<file path="config.mk">
export PLATFORM = sky130hd
export DESIGN_NAME = fpu_seq
export DESIGN_NICKNAME = d
export VERILOG_FILES = /design/src/rtl/fpu_seq.sv
export SDC_FILE = /design/constraint.sdc
export NUM_CORES = 2
export LEC_CHECK = 0
export ABC_AREA = 0
export CAP_MARGIN = 20
export CORE_AREA = 2 2 273 275
export DETAILED_ROUTE_END_ITERATION = 16
export DIE_AREA = 0 0 275 277
export GPL_TIMING_DRIVEN = 1
export HOLD_SLACK_MARGIN = 0.1
export PLACE_DENSITY = 0.77
export SYNTH_ARGS = -nofsm -noshare
export SYNTH_HDL_FRONTEND = slang
export SYNTH_SLANG_ARGS = --single-unit
</file>
<file path="constraint.sdc">
create_clock -name clk -period 12.4 [get_ports clk]
set_input_delay 1.86 -clock clk [delete_from_list [all_inputs] [get_ports clk]]
set_output_delay 1.86 -clock clk [all_outputs]
set_load 0.03 [all_outputs]
</file>
<file path="src/rtl/fpu_seq.sv">
// Multi-cycle floating-point unit (add, sub, mul, div) with valid/ready handshakes.
// Generic over exponent/mantissa width; truncating rounding, flush-to-zero denormals.
//
// state    | meaning
// ---------+--------------------------------------------------------------
// IDLE     | waiting for an operand bundle, in_ready high
// UNPACK   | split fields, classify operands, resolve special results
// EXEC     | align+add/sub, full product, or divider load
// DIV_ITER | one restoring quotient bit per cycle (MAN_W+2 cycles)
// NORM     | leading-one normalise, exponent range check, pack
// DONE     | result presented (out_valid from the 2nd cycle) until accepted
module fpu_seq #(
  parameter int EXP_W = 8,
  parameter int MAN_W = 23,
  parameter int TAG_W = 4
) (
  input  logic                 clk,
  input  logic                 rst,
  input  logic                 in_valid,
  output logic                 in_ready,
  input  logic [1:0]           op,
  input  logic [EXP_W+MAN_W:0] a,
  input  logic [EXP_W+MAN_W:0] b,
  input  logic [TAG_W-1:0]     tag_in,
  output logic                 out_valid,
  input  logic                 out_ready,
  output logic [EXP_W+MAN_W:0] result,
  output logic [TAG_W-1:0]     tag_out,
  output logic [3:0]           flags
);

  localparam int W    = 1 + EXP_W + MAN_W;
  localparam int NW   = 2 * MAN_W + 2;
  localparam int XW   = EXP_W + 8;
  localparam int AW   = MAN_W + 4;
  localparam int QW   = MAN_W + 2;
  localparam int CW   = $clog2(QW + 1);
  localparam int LZW  = $clog2(NW + 1);
  localparam int BIAS = 2 ** (EXP_W - 1) - 1;
  localparam logic [EXP_W-1:0]      EXP_ONES = '1;
  localparam logic [W-1:0]          QNAN     = {1'b0, EXP_ONES, 1'b1, {(MAN_W-1){1'b0}}};
  localparam logic signed [XW-1:0]  FE_MAX   = XW'(2 ** EXP_W - 1);
  localparam logic signed [XW-1:0]  BIAS_X   = XW'(BIAS);
  localparam logic [1:0] OP_SUB = 2'b01, OP_MUL = 2'b10, OP_DIV = 2'b11;

  typedef enum logic [2:0] {IDLE, UNPACK, EXEC, DIV_ITER, NORM, DONE} state_t;
  state_t state_q, state_d;

  function automatic logic [W-1:0] inf_w(input logic s);
    return {s, EXP_ONES, {MAN_W{1'b0}}};
  endfunction

  function automatic logic [W-1:0] zero_w(input logic s);
    return {s, {(W-1){1'b0}}};
  endfunction

  logic [W-1:0]     a_r, b_r;
  logic [1:0]       op_r;
  logic [TAG_W-1:0] tag_r;
  logic             sa, sb, spec;
  logic [EXP_W-1:0] ea, eb;
  logic [MAN_W:0]   ma, mb;
  logic [W-1:0]     spec_res;
  logic [3:0]       spec_flg;
  logic [NW-1:0]    nm;
  logic signed [XW-1:0] ne;
  logic             rs;
  logic [MAN_W+1:0] rem;
  logic [QW-1:0]    q;
  logic [CW-1:0]    cnt;

  // operand classification
  logic [EXP_W-1:0] a_exp, b_exp;
  logic [MAN_W-1:0] a_frac, b_frac;
  logic a_zero, b_zero, a_inf, b_inf, a_nan, b_nan, sb_c, smd;
  assign a_exp  = a_r[W-2 -: EXP_W];
  assign b_exp  = b_r[W-2 -: EXP_W];
  assign a_frac = a_r[MAN_W-1:0];
  assign b_frac = b_r[MAN_W-1:0];
  assign a_zero = (a_exp == '0);
  assign b_zero = (b_exp == '0);
  assign a_inf  = (a_exp == EXP_ONES) && (a_frac == '0);
  assign b_inf  = (b_exp == EXP_ONES) && (b_frac == '0);
  assign a_nan  = (a_exp == EXP_ONES) && (a_frac != '0);
  assign b_nan  = (b_exp == EXP_ONES) && (b_frac != '0);
  assign sb_c   = b_r[W-1] ^ (op_r == OP_SUB);
  assign smd    = a_r[W-1] ^ b_r[W-1];

  logic           spec_c;
  logic [W-1:0]   spec_res_c;
  logic [3:0]     spec_flg_c;
  always_comb begin
    spec_c     = 1'b0;
    spec_res_c = '0;
    spec_flg_c = '0;
    if (a_nan || b_nan) begin
      spec_c = 1'b1; spec_res_c = QNAN; spec_flg_c = 4'b1000;
    end else if (op_r == OP_MUL) begin
      if ((a_inf && b_zero) || (a_zero && b_inf)) begin
        spec_c = 1'b1; spec_res_c = QNAN; spec_flg_c = 4'b1000;
      end else if (a_inf || b_inf) begin
        spec_c = 1'b1; spec_res_c = inf_w(smd);
      end else if (a_zero || b_zero) begin
        spec_c = 1'b1; spec_res_c = zero_w(smd);
      end
    end else if (op_r == OP_DIV) begin
      if ((a_zero && b_zero) || (a_inf && b_inf)) begin
        spec_c = 1'b1; spec_res_c = QNAN; spec_flg_c = 4'b1000;
      end else if (a_inf) begin
        spec_c = 1'b1; spec_res_c = inf_w(smd);
      end else if (b_inf || a_zero) begin
        spec_c = 1'b1; spec_res_c = zero_w(smd);
      end else if (b_zero) begin
        spec_c = 1'b1; spec_res_c = inf_w(smd); spec_flg_c = 4'b0100;
      end
    end else if (a_inf && b_inf) begin
      spec_c = 1'b1;
      if (a_r[W-1] != sb_c) begin
        spec_res_c = QNAN; spec_flg_c = 4'b1000;
      end else begin
        spec_res_c = inf_w(sb_c);
      end
    end else if (a_inf || b_inf) begin
      spec_c = 1'b1; spec_res_c = a_inf ? inf_w(a_r[W-1]) : inf_w(sb_c);
    end
  end

  // add/sub alignment keeps guard, round and sticky bits below the hidden-bit frame
  logic             a_big, eff_sub, big_s, add_s;
  logic [EXP_W-1:0] big_e, small_e, diff;
  logic [MAN_W:0]   big_m, small_m;
  logic [XW-1:0]    dsat;
  logic [2*AW-1:0]  shf;
  logic [AW-1:0]    aligned, big_x;
  logic [AW:0]      sum;
  logic [NW-1:0]    prod;
  logic signed [XW-1:0] ea_x, eb_x, big_ex;
  assign a_big   = {ea, ma} >= {eb, mb};
  assign big_e   = a_big ? ea : eb;
  assign small_e = a_big ? eb : ea;
  assign big_m   = a_big ? ma : mb;
  assign small_m = a_big ? mb : ma;
  assign big_s   = a_big ? sa : sb;
  assign eff_sub = sa ^ sb;
  assign diff    = big_e - small_e;
  assign dsat    = (XW'(diff) > XW'(AW)) ? XW'(AW) : XW'(diff);
  assign shf     = {small_m, 3'b000, {AW{1'b0}}} >> dsat;
  assign aligned = shf[2*AW-1:AW] | AW'(|shf[AW-1:0]);
  assign big_x   = {big_m, 3'b000};
  assign sum     = eff_sub ? ({1'b0, big_x} - {1'b0, aligned}) : ({1'b0, big_x} + {1'b0, aligned});
  assign add_s   = (sum == '0) ? (~eff_sub & sa) : big_s;
  assign prod    = NW'(ma) * NW'(mb);
  assign ea_x    = $signed(XW'(ea));
  assign eb_x    = $signed(XW'(eb));
  assign big_ex  = $signed(XW'(big_e));

  logic             ge;
  logic [MAN_W+1:0] rem_sub;
  assign ge      = rem >= {1'b0, mb};
  assign rem_sub = ge ? (rem - {1'b0, mb}) : rem;

  // normalisation frame: bit NW-2 carries exponent ne, bit NW-1 one above it
  logic [NW-1:0]        src;
  logic [LZW-1:0]       lz;
  logic signed [XW-1:0] fe;
  logic [MAN_W-1:0]     frac_c;
  logic [W-1:0]         res_c;
  logic [3:0]           flg_c;
  assign src    = (op_r == OP_DIV) ? (NW'(q) << (NW - QW - 1)) : nm;
  assign fe     = ne + XW'(1) - $signed(XW'(lz));
  assign frac_c = MAN_W'((src << lz) >> (NW - 1 - MAN_W));

  always_comb begin
    lz = LZW'(NW);
    for (int i = 0; i < NW; i++)
      if (src[i]) lz = LZW'(NW - 1 - i);
  end

  always_comb begin
    res_c = '0;
    flg_c = '0;
    if (spec) begin
      res_c = spec_res; flg_c = spec_flg;
    end else if (src == '0) begin
      res_c = zero_w(rs);
    end else if (fe >= FE_MAX) begin
      res_c = inf_w(rs); flg_c = 4'b0010;
    end else if (fe[XW-1] || fe == '0) begin
      res_c = zero_w(rs); flg_c = 4'b0001;
    end else begin
      res_c = {rs, fe[EXP_W-1:0], frac_c};
    end
  end

  always_comb begin
    state_d  = state_q;
    in_ready = (state_q == IDLE);
    case (state_q)
      IDLE:     if (in_valid) state_d = UNPACK;
      UNPACK:   state_d = EXEC;
      EXEC:     state_d = (op_r == OP_DIV) ? DIV_ITER : NORM;
      DIV_ITER: if (cnt == CW'(1)) state_d = NORM;
      NORM:     state_d = DONE;
      DONE:     if (out_valid && out_ready) state_d = IDLE;
      default:  state_d = IDLE;
    endcase
  end

  always_ff @(posedge clk) begin
    if (rst) state_q <= IDLE;
    else     state_q <= state_d;
  end

  always_ff @(posedge clk) begin
    if (rst) begin
      a_r <= '0; b_r <= '0; op_r <= '0; tag_r <= '0;
      sa <= 1'b0; sb <= 1'b0; ea <= '0; eb <= '0; ma <= '0; mb <= '0;
      spec <= 1'b0; spec_res <= '0; spec_flg <= '0;
      nm <= '0; ne <= '0; rs <= 1'b0; rem <= '0; q <= '0; cnt <= '0;
      out_valid <= 1'b0; result <= '0; tag_out <= '0; flags <= '0;
    end else begin
      case (state_q)
        IDLE: if (in_valid) begin
          a_r <= a; b_r <= b; op_r <= op; tag_r <= tag_in; flags <= '0;
        end
        UNPACK: begin
          sa <= a_r[W-1]; sb <= sb_c;
          ea <= a_zero ? '0 : a_exp;
          eb <= b_zero ? '0 : b_exp;
          ma <= a_zero ? '0 : {1'b1, a_frac};
          mb <= b_zero ? '0 : {1'b1, b_frac};
          spec <= spec_c; spec_res <= spec_res_c; spec_flg <= spec_flg_c;
        end
        EXEC: begin
          case (op_r)
            OP_MUL: begin nm <= prod; ne <= ea_x + eb_x - BIAS_X; rs <= sa ^ sb; end
            OP_DIV: begin
              ne <= ea_x - eb_x + BIAS_X; rs <= sa ^ sb;
              rem <= {1'b0, ma}; q <= '0; cnt <= CW'(QW);
            end
            default: begin nm <= NW'(sum) << (NW - AW - 1); ne <= big_ex; rs <= add_s; end
          endcase
        end
        DIV_ITER: begin
          rem <= rem_sub << 1;
          q   <= {q[QW-2:0], ge};
          cnt <= cnt - CW'(1);
        end
        NORM: begin
          result <= res_c; flags <= flg_c; tag_out <= tag_r;
        end
        DONE: out_valid <= !(out_valid && out_ready);
        default: ;
      endcase
    end
  end

endmodule

</file>
==> summary.md <==
| Metric | Value |
|---|---|
| Outcome | finished, final reports clean |
| Core ar. | 73,570 µm² |
| Minimum clock period | 10,920 ps |
| Via count | 41.05k |
| Die Y | 277 µm |
| Crit end category | flop |
| Leak Pwr | 20.28 nW |
| Worst-Skew Late Latency | 560 ps |
| Slowest CP cell | dfxtp_1 |
| Initial DRT Pass Iterations | 6 |
| Hold-fix buffers at CTS | 0 |
| Critical Path Most Common Cell | a21oi_1 |
| Synth Area in Adders | 0.3225 |
| Post-synthesis cell type count | 103 |
| Mapped Cells | 5,647 |
| Max incr delay on CP | 920 ps |
| WL per Instance | 22.59 µm |
| Post-Route WL | 147,400 µm |
| I/O Buffers | 115 |
| GRT overflow | 0 |
| P&R area growth vs syn | 7.103% |
| Largest net degree at the start of global routing | 86 |
| GP Congestion | 1.066 |
| Initial DRC count | 4,704 |
| Layout cells sized above 1 | 0.05114 |
| Most used routing layer | met2 |
| Slew Viols, Final | 0 |
| Required time of the critical path | 12,810 ps |
| Drt drc | 0 |
| Rows | 100 |
| Simple-gate share of the synthesized area | 0.2141 |
| Post-synthesis sequential area ratio | 0.1378 |
| Fin crit share | 0.8803 |
| Grt met2 use | 0.5638 |
| Async S/R FF share, synth | 0 |
| Crit-path max FO | 15 |
| # setup viols final | 0 |
| Post-synthesis compound-gate area fraction | 0.1835 |
| Sum of negative setup slack | 0 ps |
| Met3 Use GR | 0.09330 |
| Fin nets | 6,429 |
| All-Layer GR Usage | 0.3858 |
| Worst path arrival time | 11,320 ps |
| Max Cap Viol | 0 |
| Ys Warns | 0 |
| PwrDens | 270.3 nW/µm² |
| Maximum vdd drop | 0.0003171 V |
| Post-Syn Nets | 6,548 |
| WHS Path Cells | 2 |
| Total setup buffers inserted after CTS | 0 |
| Layout Utilization | 0.6322 |
| Worst slew pin tran | 1153 ps |
| Antenna violations before repair | 6 |
| Xor/xnor cell area share of the yosys netlist | 0.01899 |
| Number of global-route vias before repair | 39.52k |
| Max-Slew Margin vs Limit | 0.2095 |
| Post-CTS sizing | 0 |
| Post-detail-place hpwl | 113,200 µm |
| Synthesized flop and latch total | 299 |
| Root Buffer | clkbuf_16 |
| CTS tree | built |
| Initial Util | 0.5902 |
| Max frequency | 91.61 MHz |
| GRT met1 Usage | 0.5309 |
| Top Ports | 116 |
| Largest family of logic cells by synthesized area | adder cells |
| Post-synth top flop | dfxtp_1 |
| RSZ-0062 raised after global routing | no |
| Clock-pin slew on the worst setup and hold paths | 70 ps |
| Element type at the critical path start | flop |
| Clock Skew | 22.11 ps |
| Post-route ant nets | 0 |
| Die Wd | 275 µm |
| EDFF count, synth | 0 |
| DR vias/cell | 6.293 |
| Crit path kind | reg -> reg |
| Final Hold Fails | 0 |
| Mean Syn Cell Area | 7.690 µm² |
| Clock buffer depth | 3 |
| Max H-tree Level | 2 |
| Mux share of post-synthesis cell area | 0.02853 |
| Hold WC Path Type | reg -> reg |
| R2R depth | 47 |
| Die ar. | 76,180 µm² |
| Clock sinks | 299 |
| CTS Buf Count | 34 |
| First-pass GRT wire length | 228,900 µm |
| Mapped Area | 43,420 µm² |
synth_stat cells (28+ instances only):
master	number	area share
o21ai_0	184	0.021
a21o_1	52	0.0090
a221oi_1	43	0.0087
nand2_1	987	0.085
fa_1	487	0.22
o211ai_1	50	0.0086
a21oi_1	403	0.046
nor2_1	323	0.028
a31oi_1	42	0.0061
nand3_1	175	0.020
dfxtp_1	299	0.14
nor3_1	117	0.013
nand2b_1	30	0.0043
a211oi_1	56	0.0097
xnor2_1	63	0.013
and2_1	191	0.028
ha_1	340	0.098
a22oi_1	31	0.0054
xor2_1	28	0.0056
mux2i_1	81	0.019
nand4_1	34	0.0049
nor4_1	33	0.0048
clkbuf_1	346	0.030
inv_1	681	0.059
final cells by class:
class                      count  area [µm²]
clock buffer                  49        1051
timing repair buffer         235        2097
clock inverter                12       156.4
tap                          969        1212
fill                        6576       27060
inverter                     688        2585
antenna                        1       2.502
sequential                   299        5986
multi-input combinational   4270       33420
layout by cell type, fill, tap and decap left out, types with 15 or more instances in the layout:
cell	instances
and3_1	26
mux2_2	17
or3_1	22
nor2b_1	20
nor2_1	319
nand2b_1	30
fa_1	487
nand4_1	34
o21ai_0	184
mux2i_1	81
buf_4	118
dfxtp_1	299
inv_1	681
a211oi_1	56
nor4_1	32
a31oi_1	42
a221oi_1	43
clkdlybuf4s50_1	114
o31ai_1	26
a21o_1	52
xor2_1	28
a21boi_0	27
xnor2_1	62
nand2_1	983
nor3_1	116
a311oi_1	20
nand3_1	175
o221ai_1	18
o211ai_1	50
a22oi_1	31
a211o_1	20
o21a_1	21
or2_2	17
o21bai_1	26
clkbuf_16	37
a21oi_1	402
ha_1	339
and2_1	189
a2111oi_0	15
metal layers:
| metal | vias to the layer above | part of all wire |
|---|---|---|
| met5 | - | 0.00034 |
| met4 | 8 | 0.061 |
| met3 | 419 | 0.11 |
| met2 | 2210 | 0.42 |
| met1 | 19740 | 0.41 |
| li1 | 18670 | - |
worst max-delay path, delay by kind of cell, from the launching register on:
| family | cells | cell delay, ps |
|---|---|---|
| adder cells (fa/ha/maj) | 3 | 1000 |
| multiplexers | 2 | 540 |
| flip-flops | 1 | 920 |
| AND/OR/NAND/NOR | 7 | 1660 |
| buffers and inverters | 4 | 870 |
| AO/OA/AOI/OAI | 31 | 5740 |
sequential cells by signal (all words and copies together), names as in the netlist:
name	cells
a_r	32
b_r	32
cnt	5
ea	8
eb	8
flags	4
ma	24
mb	24
ne	10
nm	48
op_r	2
out_valid	1
q	25
rem	25
result	32
rs	1
sa	1
sb	1
spec	1
spec_flg	1
spec_res	3
state_q	3
tag_out	4
tag_r	4
through the flow:
| stage | std cells | power [W] | area [µm²] | setup WS [ps] | hold slack [ps] |
|---|---|---|---|---|---|
| floorplan | 5647 | 0.008428 | 43420 | 3825 | 431.6 |
| global placement | 6459 | 0.01110 | 45240 | 1957 | 443.9 |
| detailed placement | 6459 | 0.01106 | 45240 | 1765 | 450.7 |
| CTS | 6520 | 0.01220 | 46450 | 1728 | 458.5 |
| global route | 6522 | 0.01339 | 46510 | 758.2 | 476.3 |
| finish | 6523 | 0.01257 | 46510 | 1484 | 460.4 |
kinds of logic (layout without fill, tap and decap cells):
| family | count (synthesis) | in the layout |
|---|---|---|
| adder cells (fa/ha/maj) | 827 | 827 |
| XOR/XNOR | 92 | 92 |
| buffers and inverters | 1078 | 984 |
| flip-flops | 299 | 299 |
| AO/OA/AOI/OAI | 1203 | 1203 |
| AND/OR/NAND/NOR | 2039 | 2039 |
| other | 0 | 1 |
| multiplexers | 109 | 109 |
worst paths after layout:
| check | startpoint | endpoint | slack (ps) |
|---|---|---|---|
| worst max-delay path | mb[2]$_SDFFE_PP0P_ | rs$_SDFFE_PP0N_ | 1480 |
| worst min-delay path | tag_out[1]$_SDFFE_PP0P_ | tag_out[1]$_SDFFE_PP0P_ | 460 |
| worst max register to register | mb[2]$_SDFFE_PP0P_ | rs$_SDFFE_PP0N_ | 1480 |
| worst min register to register | tag_out[1]$_SDFFE_PP0P_ | tag_out[1]$_SDFFE_PP0P_ | 460 |
power by group:
group          internal (W)  leakage, nW  switching [W]
sequential          0.00109         2.42       0.000146
clock              0.000656        0.587       0.000445
combinational       0.00333         17.3        0.00690
total               0.00508         20.3        0.00749
(Power assumes the default switching activity.)
